File: config.mk
export PLATFORM = sky130hd
export DESIGN_NAME = fp_accum
export DESIGN_NICKNAME = d
export VERILOG_FILES = /design/src/rtl/fp_accum.sv
export SDC_FILE = /design/constraint.sdc
export NUM_CORES = 1
export LEC_CHECK = 0
export ABC_AREA = 1
export BUFFER_PORTS_ARGS = -buffer_cell sky130_fd_sc_hd__buf_2
export CORE_ASPECT_RATIO = 0.75
export CORE_MARGIN = 3
export CORE_UTILIZATION = 45
export DETAILED_ROUTE_END_ITERATION = 8
export RECOVER_POWER = 100
export SKIP_CTS_REPAIR_TIMING = 1
export SYNTH_ARGS = -nofsm -noshare
export SYNTH_HDL_FRONTEND = slang
export SYNTH_SLANG_ARGS = --single-unit
File: constraint.sdc
create_clock -name clk -period 5.6 [get_ports clk]
set_input_delay 0.28 -clock clk [delete_from_list [all_inputs] [get_ports clk]]
set_output_delay 0.28 -clock clk [all_outputs]
set_load 0.05 [all_outputs]
File: src/rtl/fp_accum.sv
// Iterative single-format floating-point accumulator.
// Sums one group of packed {sign, exponent, mantissa} operands, terminated by in_last,
// and presents the truncated sum in split form on a valid/ready output.
// Each element goes through align, add and normalise, one cycle per step.
// The accumulator therefore takes one element every four cycles.
//
//   state  | meaning
//   -------+-------------------------------------------------------------
//   IDLE   | ready for an element; operand and last flag captured on accept
//   ALIGN  | shift smaller-exponent significand; handle zero / inf operands
//   ADD    | signed-magnitude add of the aligned significands
//   NORM   | leading-zero normalise, write acc; to DONE when last element
//   DONE   | result presented until out_ready, then acc cleared to +0
module fp_accum #(
  parameter int EXPONENT_WIDTH = 8,
  parameter int MANTISSA_WIDTH = 23
) (
  input  logic                                   clk,
  input  logic                                   rst_n,
  input  logic [EXPONENT_WIDTH+MANTISSA_WIDTH:0] in_fp,
  input  logic                                   in_valid,
  input  logic                                   in_last,
  output logic                                   in_ready,
  output logic                                   out_sign,
  output logic [EXPONENT_WIDTH-1:0]              out_exponent,
  output logic [MANTISSA_WIDTH-1:0]              out_mantissa,
  output logic                                   out_valid,
  input  logic                                   out_ready
);

  localparam int E  = EXPONENT_WIDTH;
  localparam int M  = MANTISSA_WIDTH;
  localparam int SW = M + 2;               // carry bit + hidden bit + stored mantissa
  localparam int LW = $clog2(SW + 1);
  localparam logic [E-1:0] EXP_MAX = '1;

  typedef enum logic [2:0] {
    S_IDLE,
    S_ALIGN,
    S_ADD,
    S_NORM,
    S_DONE
  } state_t;

  state_t state;

  // captured operand
  logic          op_sign;
  logic [E-1:0]  op_exp;
  logic [M-1:0]  op_mant;
  logic          op_last;

  // running sum; holds inf (exp all-ones, mant 0) once inf_flag is set
  logic          acc_sign;
  logic [E-1:0]  acc_exp;
  logic [M-1:0]  acc_mant;
  logic          inf_flag;

  // pipeline-step registers
  logic          skip;                     // element does not change acc
  logic [SW-1:0] big_sig;
  logic [SW-1:0] small_sig;
  logic          big_sign;
  logic          small_sign;
  logic [E-1:0]  res_exp;
  logic [SW-1:0] sum_sig;
  logic          sum_sign;

  // alignment datapath
  logic [SW-1:0] acc_sig;
  logic [SW-1:0] op_sig;
  logic [SW-1:0] al_big_sig;
  logic [SW-1:0] al_small_sig;
  logic [SW-1:0] al_small_shifted;
  logic          al_big_sign;
  logic          al_small_sign;
  logic [E-1:0]  al_exp;
  logic [E-1:0]  al_diff;

  // add datapath
  logic [SW-1:0] add_sig;
  logic          add_sign;

  // normalise datapath
  logic [LW-1:0] lz;
  logic [E:0]    exp_inc;
  logic          nrm_sign;
  logic [E-1:0]  nrm_exp;
  logic [M-1:0]  nrm_mant;
  logic          nrm_inf;
  logic          fin_sign;
  logic [E-1:0]  fin_exp;
  logic [M-1:0]  fin_mant;

  // Source may only hand over an element while idle and out of reset.
  assign in_ready = rst_n && (state == S_IDLE);

  // Pick the larger-exponent operand and right-shift the other by the exponent gap.
  always_comb begin
    acc_sig = (acc_exp == '0) ? '0 : {2'b01, acc_mant};
    op_sig  = (op_exp  == '0) ? '0 : {2'b01, op_mant};
    if (acc_exp >= op_exp) begin
      al_big_sig    = acc_sig;
      al_big_sign   = acc_sign;
      al_small_sig  = op_sig;
      al_small_sign = op_sign;
      al_exp        = acc_exp;
      al_diff       = acc_exp - op_exp;
    end else begin
      al_big_sig    = op_sig;
      al_big_sign   = op_sign;
      al_small_sig  = acc_sig;
      al_small_sign = acc_sign;
      al_exp        = op_exp;
      al_diff       = op_exp - acc_exp;
    end
    if (al_diff >= E'(SW)) begin
      al_small_shifted = '0;
    end else begin
      al_small_shifted = al_small_sig >> al_diff;
    end
  end

  // Signed-magnitude add; with equal exponents the "small" side may be larger, so compare.
  always_comb begin
    if (big_sign == small_sign) begin
      add_sig  = big_sig + small_sig;
      add_sign = big_sign;
    end else if (big_sig >= small_sig) begin
      add_sig  = big_sig - small_sig;
      add_sign = big_sign;
    end else begin
      add_sig  = small_sig - big_sig;
      add_sign = small_sign;
    end
  end

  // Leading-zero count and renormalisation, including carry-out, overflow and underflow.
  always_comb begin
    lz = '0;
    for (int i = 0; i <= M; i++) begin
      if (sum_sig[i]) lz = LW'(M - i);
    end
    exp_inc  = (E+1)'(res_exp) + (E+1)'(1);
    nrm_sign = sum_sign;
    nrm_exp  = res_exp;
    nrm_mant = sum_sig[M-1:0];
    nrm_inf  = 1'b0;
    if (sum_sig[M+1]) begin
      if (exp_inc >= {1'b0, EXP_MAX}) begin
        nrm_exp  = EXP_MAX;
        nrm_mant = '0;
        nrm_inf  = 1'b1;
      end else begin
        nrm_exp  = exp_inc[E-1:0];
        nrm_mant = sum_sig[M:1];
      end
    end else if (sum_sig == '0) begin
      // exact cancellation is always +0
      nrm_sign = 1'b0;
      nrm_exp  = '0;
      nrm_mant = '0;
    end else if ((E+1)'(res_exp) <= (E+1)'(lz)) begin
      // would land below the normal range: flush to +0
      nrm_sign = 1'b0;
      nrm_exp  = '0;
      nrm_mant = '0;
    end else begin
      nrm_exp  = res_exp - E'(lz);
      nrm_mant = M'(sum_sig << lz);
    end
  end

  // Value written back to acc at the end of NORM: unchanged when the element was skipped.
  always_comb begin
    if (skip) begin
      fin_sign = acc_sign;
      fin_exp  = acc_exp;
      fin_mant = acc_mant;
    end else begin
      fin_sign = nrm_sign;
      fin_exp  = nrm_exp;
      fin_mant = nrm_mant;
    end
  end

  // Sequencer plus all datapath and output registers.
  always_ff @(posedge clk) begin
    if (!rst_n) begin
      state        <= S_IDLE;
      op_sign      <= 1'b0;
      op_exp       <= '0;
      op_mant      <= '0;
      op_last      <= 1'b0;
      acc_sign     <= 1'b0;
      acc_exp      <= '0;
      acc_mant     <= '0;
      inf_flag     <= 1'b0;
      skip         <= 1'b0;
      big_sig      <= '0;
      small_sig    <= '0;
      big_sign     <= 1'b0;
      small_sign   <= 1'b0;
      res_exp      <= '0;
      sum_sig      <= '0;
      sum_sign     <= 1'b0;
      out_sign     <= 1'b0;
      out_exponent <= '0;
      out_mantissa <= '0;
      out_valid    <= 1'b0;
    end else begin
      case (state)
        S_IDLE: begin
          if (in_valid) begin
            op_sign <= in_fp[E+M];
            op_exp  <= in_fp[E+M-1:M];
            op_mant <= in_fp[M-1:0];
            op_last <= in_last;
            state   <= S_ALIGN;
          end
        end
        S_ALIGN: begin
          big_sig    <= al_big_sig;
          small_sig  <= al_small_shifted;
          big_sign   <= al_big_sign;
          small_sign <= al_small_sign;
          res_exp    <= al_exp;
          if (inf_flag || op_exp == '0) begin
            skip <= 1'b1;
          end else if (op_exp == EXP_MAX) begin
            // first inf/NaN of the group fixes the result sign
            skip     <= 1'b1;
            inf_flag <= 1'b1;
            acc_sign <= op_sign;
            acc_exp  <= EXP_MAX;
            acc_mant <= '0;
          end else begin
            skip <= 1'b0;
          end
          state <= S_ADD;
        end
        S_ADD: begin
          sum_sig  <= add_sig;
          sum_sign <= add_sign;
          state    <= S_NORM;
        end
        S_NORM: begin
          acc_sign <= fin_sign;
          acc_exp  <= fin_exp;
          acc_mant <= fin_mant;
          if (!skip && nrm_inf) inf_flag <= 1'b1;
          if (op_last) begin
            out_sign     <= fin_sign;
            out_exponent <= fin_exp;
            out_mantissa <= fin_mant;
            out_valid    <= 1'b1;
            state        <= S_DONE;
          end else begin
            state <= S_IDLE;
          end
        end
        S_DONE: begin
          if (out_ready) begin
            out_valid <= 1'b0;
            acc_sign  <= 1'b0;
            acc_exp   <= '0;
            acc_mant  <= '0;
            inf_flag  <= 1'b0;
            state     <= S_IDLE;
          end
        end
        default: state <= S_IDLE;
      endcase
    end
  end

endmodule

Yosys cells after proc, flatten, opt, wreduce, memory -nomap -nowiden
Index checks and enable logic that the tools add are counted.
{ "word_totals": {"output_inout_bits": 34, "romBits": 0, "input_bits": 37, "latch_bits": 0, "ramBits": 0, "mem_count": 0, "ff_bits": 189} }
{ "op_classes": {"eq_ne": 12, "n_div": 0, "muxes": 77, "multipliers": 0, "reduce_logical": 16, "n_bitwise": 0, "add_sub_neg": 7, "shift": 2, "n_lt_le_gt_ge": 5} }
{ "op_table": {"columns": ["cell", "n"], "rows": [
  ["$mux W23", 8],
  ["$mux W5", 24],
  ["$mux W24", 4],
  ["$mux W8", 10],
  ["$mux W25", 3],
  ["$pmux W23 S3", 1],
  ["$sub A25 B25 Y25", 2],
  ["$add A25 B25 Y25", 1],
  ["$ge A25 B25 Y1", 1],
  ["$logic_not A25 Y1", 1],
  ["$shl A25 B5 Y23", 1],
  ["$shr A25 B8 Y25", 1],
  ["$pmux W8 S3", 1],
  ["$mux W1", 19],
  ["$logic_not A8 Y1", 2],
  ["$sub A8 B8 Y8", 2],
  ["$pmux W3 S5", 1],
  ["$ne A2 B2 Y1 const B", 6],
  ["$add A8 B1 Y9 const B", 1],
  ["$ge A9 B8 Y1 const B", 1],
  ["$mux W3", 3],
  ["$eq A8 B8 Y1 const B", 1],
  ["$ge A8 B5 Y1 const B", 1],
  ["$ge A8 B8 Y1", 1],
  ["18 further kinds", 23]
]} }

Depth between registers and ports, before layout
{ "logic_depth": {"ltp_word": 30, "mapped_depth": 37, "depth_no_buf": 36} }

Worst setup path before layout
No wires, ideal clock.
{ "synth_path": {"kind": "register to register", "from": "reg sum_sig[1]", "to": "reg acc_mant[10]", "stages_incl_launch_ff": 38, "period_less_slack_ns": 4.101, "t_required_ns": 5.530, "path_slack_ns": 1.499, "arrival_ns": 4.030, "n_path_buf": 1, "cell_sequence": "dfxtp_1 inv_1 nand2_1 nand2_1 nand2_1 nand2_1 nand2_1 nand2_1 nand2_1 nand2_1 nand2_1 nand2_1 nand2_1 nand2_1 nand2_1 nand2_1 nand2_1 nand2_1 [... 2 more ...] nand2_1 nand2_1 nand2_1 nand2_2 buf_2 ha_1 fa_1 o21ai_0 nand2_1 nand2_1 a211oi_1 nor3_1 clkinv_1 a21oi_1 o21ai_0 nand3_1 nand3_1 a21oi_1"} }
{ "synth_via": {"elab_chain_cells": 29} }
{ "synth_lines": {"columns": ["element", "line", "source"], "rows": [
  ["from (decl)", "66", "logic [SW-1:0] sum_sig;"],
  ["from (signal assigned)", "243", "sum_sig <= add_sig;"],
  ["$mux W5 (23 in series)", "142", "if (sum_sig[i]) lz = LW'(M - i);"],
  ["$le A8 B5 Y1 or $shl A25 B5 Y23 (tied branches)", "163, 170", null],
  ["$mux W23", "163", "end else if ((E+1)'(res_exp) <= (E+1)'(lz)) begin"],
  ["$mux W23 (*)", "158", "end else if (sum_sig == '0) begin"],
  ["$mux W23 (*)", "149", "if (sum_sig[M+1]) begin"],
  ["$mux W23 (*)", "176", "if (skip) begin"],
  ["$pmux W23 S3 (*)", "212", "case (state)"],
  ["to (signal assigned)", "250", "acc_mant <= fin_mant;"],
  ["to (decl)", "56", "logic [M-1:0] acc_mant;"]
]} }
Mark *: on every way between the ends. The rest lies on a longest branch, timed or not.
A chain may end at the register's enable or synchronous reset.

Worst setup path after layout
{ "layout_path": {"from": "reg state[0]", "to": "reg acc_sign"} }
{ "layout_via": {"elab_chain_cells": 3} }
{ "layout_lines": {"columns": ["element", "line", "source"], "rows": [
  ["from (decl)", "45", "state_t state;"],
  ["from (signal assigned)", "190", "state <= S_IDLE;"],
  ["from (signal assigned)", "219", "state <= S_ALIGN;"],
  ["from (signal assigned)", "240", "state <= S_ADD;"],
  ["$eq A3 B1 Y1 (tied with other cells)", "212", null],
  ["$ne A2 B2 Y1 (no line) or $reduce_bool A3 Y1 (tied branches)", null, null],
  ["$reduce_and A4 Y1 (no line)", null, null],
  ["to (signal assigned)", "234", "acc_sign <= op_sign;"],
  ["to (signal assigned)", "248", "acc_sign <= fin_sign;"],
  ["to (decl)", "54", "logic acc_sign;"]
]} }
Parallel ways exist; a longest one is shown, timed or not.

==> flow_summary.toml <==
[run_status]
status = "finished, violations left"
violations = "capacitance limit, slew limit"

[timing]
max_freq_mhz = 200
hold_violations = 0
setup_viol = 0
rsz0062_at_grt = "no"
skew_ns = 0.0304
fin_tns_setup_ns = 0
slew_violations = 200
period_minus_slack_ns = 5.00
holdWs_ns = 0.0706
slew-limit-headroom = -0.819
min_period_over_period = 0.893
worst_pin_slew_ns = 2.73

[floorplan]
start_util = 0.465
io_pins = 71
die_area_mm2 = 0.0363
fp-row-count = 57
die_x_um = 219
core_mm2 = 0.0329
die_y_um = 166

[layout]
area_growth_pct = 7.66
final_common_cell = "nand2_1"
fin_nets = 2562
final_cell_mix = "547 x nand2_1, 299 x inv_1, 284 x nand3_1"
drive_gt1_frac = 0.0541
n_antenna_cell = 0
layout.cells.non_filler = 2880
fin_util = 0.500

[detailed_routing]
vias = 16900
drtIter0Drc = 2300
wl_mm = 59.9
wl_per_cell_um = 20.8
drc_errors = 0
viasPerCell = 5.88
drt-pass1-iter-count = 6
antenna_left = 0

[placement]
io_buffer_count = 70
gp_congestion = 1.01
dpl.cell_count = 2848
hpwl_mm = 46.3

[hold_path]
whs_path_depth = 3
worstHoldPathType = "in -> reg"
hold_path.startpoint = "in_last"
hold_end = "op_last$_SDFFE_PN0P_"

[clock_network]
clkLatencyLatePin_ns = 0.48
numCtsBuffers = 17
path_clk_slew_ns = 0.10
htreeDepth = 4
cts_tree = "yes"
clockBufferDepth = 2
cts.sinks = 187
clockRootBuffer = "clkbuf_16"

[worst_setup_path]
r2r_start = "state[0]$_SDFFE_PN0P_"
cp_slowest_cell = "clkbuf_1"
arrival_ns = 5.34
crit_path_cell_trace = "inv_1, nor2_1, inv_1, nor2_2, clkbuf_1, inv_1, clkbuf_2, a21oi_1, a2111oi_2, nor2_2, clkbuf_2, nor4_1, a221oi_1, nor2_1"
critPathKind = "reg -> reg"
slowest_delay_ns = 1.08
crit_path_start_kind = "flop"
cpLargestDelayFamily = "buffers and inverters"
r2r_end = "acc_sign$_SDFFE_PN0P_"
cp_num_buf_inv = 6
rrSetupSlack_ns = 0.60
reg2regPathDepth = 14
cp_common_cell = "inv_1"
worstPathRequired_ns = 5.94
endpoint_kind = "flop"
critPathMaxFanout = 66

[synth]
ys_async_sr_fraction = 0
yosys-top-cells-area = "dfxtp_1 24%, nand2_1 13%, nand3_1 9.2%, a21oi_1 8.6%, ha_1 7.7%"
yosysTopAreaCell = "dfxtp_1"
syn_avg_cell_area_um2 = 6.27
synth_edf_count = 0
synth-seq-area-share = 0.245
synthFlopType = "dfxtp_1"
netlist_area_mm2 = 0.0153
synth_top_area_share = 0.245
synthCells = 2440
synth.net_count = 2577
yosys_warnings = 0
ys_types = 55
synth_seq_cells = 187

[power]
power.leakage_nw = 7.51
vdd_drop_max_mv = 0.212
powerDensity_mw_per_mm2 = 470
power_mw = 7.74

[grt]
grt-ovfl-total = 0
grt_usage = 0.323
grt_max_degree = 67
grt_pass1_vias = 15100
antenna_found_initial = 1
grt_pass1_wl_mm = 91.4

[run]
cap_violations = 4
-- logic make-up (layout without fill, tap and decap cells) --
logic type,after synthesis,after routing,share of synthesized area
simple gates,1002,1002,0.280
xor+xnor,70,70,0.0405
buf+inv,449,447,0.113
compound gates,631,631,0.236
fa+ha+maj,100,100,0.0847
flops,187,187,0.245
mux,1,1,0.000654
-- cell usage after synthesis, types with 2 or more instances --
library cell	instances
a31oi_1	9
inv_1	297
nand3_2	2
a211oi_1	6
fa_1	6
buf_6	3
o31ai_1	6
nor3_1	19
buf_2	11
xor2_1	68
a21oi_1	264
clkbuf_1	115
o21bai_1	15
a21o_1	4
clkinv_1	6
o21ai_1	7
a21boi_0	4
dfxtp_1	187
o22ai_1	11
nand2_1	546
nor4_1	10
inv_2	8
buf_4	3
o221ai_1	20
nand3_1	282
o21ai_2	5
ha_1	94
nand3b_1	2
o211ai_1	53
nor2_1	109
buf_1	5
or2_2	12
nand4_1	13
a221oi_1	15
o2111ai_1	2
o21a_1	8
o21ai_0	193
nand2_2	3
-- through the flow --
step / setup slack (ns) / cell area (µm²)
2_1_floorplan: 1.50 / 15300
3_3_place_gp: 1.04 / 15900
4_1_cts: 0.907 / 16600
3_5_place_dp: 0.904 / 15900
5_1_grt: 0.162 / 16500
6_report: 0.597 / 16500
-- cell type report --
class	instances	area (µm²)
clock buffer	17	425
clock inverter	15	216
fill	3565	16500
inverter	311	1170
multi-input combinational	1804	9840
sequential	187	3740
tap	442	553
timing repair buffer	104	533
-- state kept, by name, indices dropped and copies added, names as in the netlist, 3 cells and up --
name / flops
acc_exp: 8
sum_sig: 25
op_mant: 23
small_sig: 24
out_exponent: 8
acc_mant: 23
op_exp: 8
res_exp: 8
state: 3
out_mantissa: 23
big_sig: 24
-- power breakdown --
group | leakage [nW] | internal [mW] | switching, mW
clock network | 0.307 | 0.629 | 0.702
registers | 1.52 | 1.44 | 0.138
logic | 5.68 | 1.38 | 3.46
-- worst reg2reg max path, delay by kind of cell, from the launching register on --
family	cells	cell delay, ns
AND/OR/NAND/NOR	5	0.50
buffers and inverters	6	3.05
AO/OA/AOI/OAI	3	0.97
flip-flops	1	0.34
-- worst max path at each step --
stage | startpoint | to | slack, ns | cells past startpoint
2_1_floorplan | sum_sig[1]$_SDFFE_PN0P_ | acc_mant[10]$_SDFFE_PN0P_ | 1.50 | 37
3_3_place_gp | sum_sig[20]$_SDFFE_PN0P_ | acc_exp[6]$_SDFFE_PN0P_ | 1.04 | 20
3_5_place_dp | sum_sig[9]$_SDFFE_PN0P_ | acc_exp[6]$_SDFFE_PN0P_ | 0.90 | 20
4_1_cts | sum_sig[9]$_SDFFE_PN0P_ | acc_exp[6]$_SDFFE_PN0P_ | 0.91 | 20
5_1_grt | acc_exp[0]$_SDFFE_PN0P_ | small_sig[22]$_SDFFE_PN0P_ | 0.16 | 16
6_report | state[0]$_SDFFE_PN0P_ | acc_sign$_SDFFE_PN0P_ | 0.60 | 14
-- routing by layer --
metal	part of all wire	GRT usage	wire, µm
met5	0	0	0
met4	0.022	0.0772	1290
met1	0.49	0.522	29300
met2	0.39	0.433	23300
met3	0.10	0.0585	6050
Note: power is estimated with default switching activity, not from simulation.
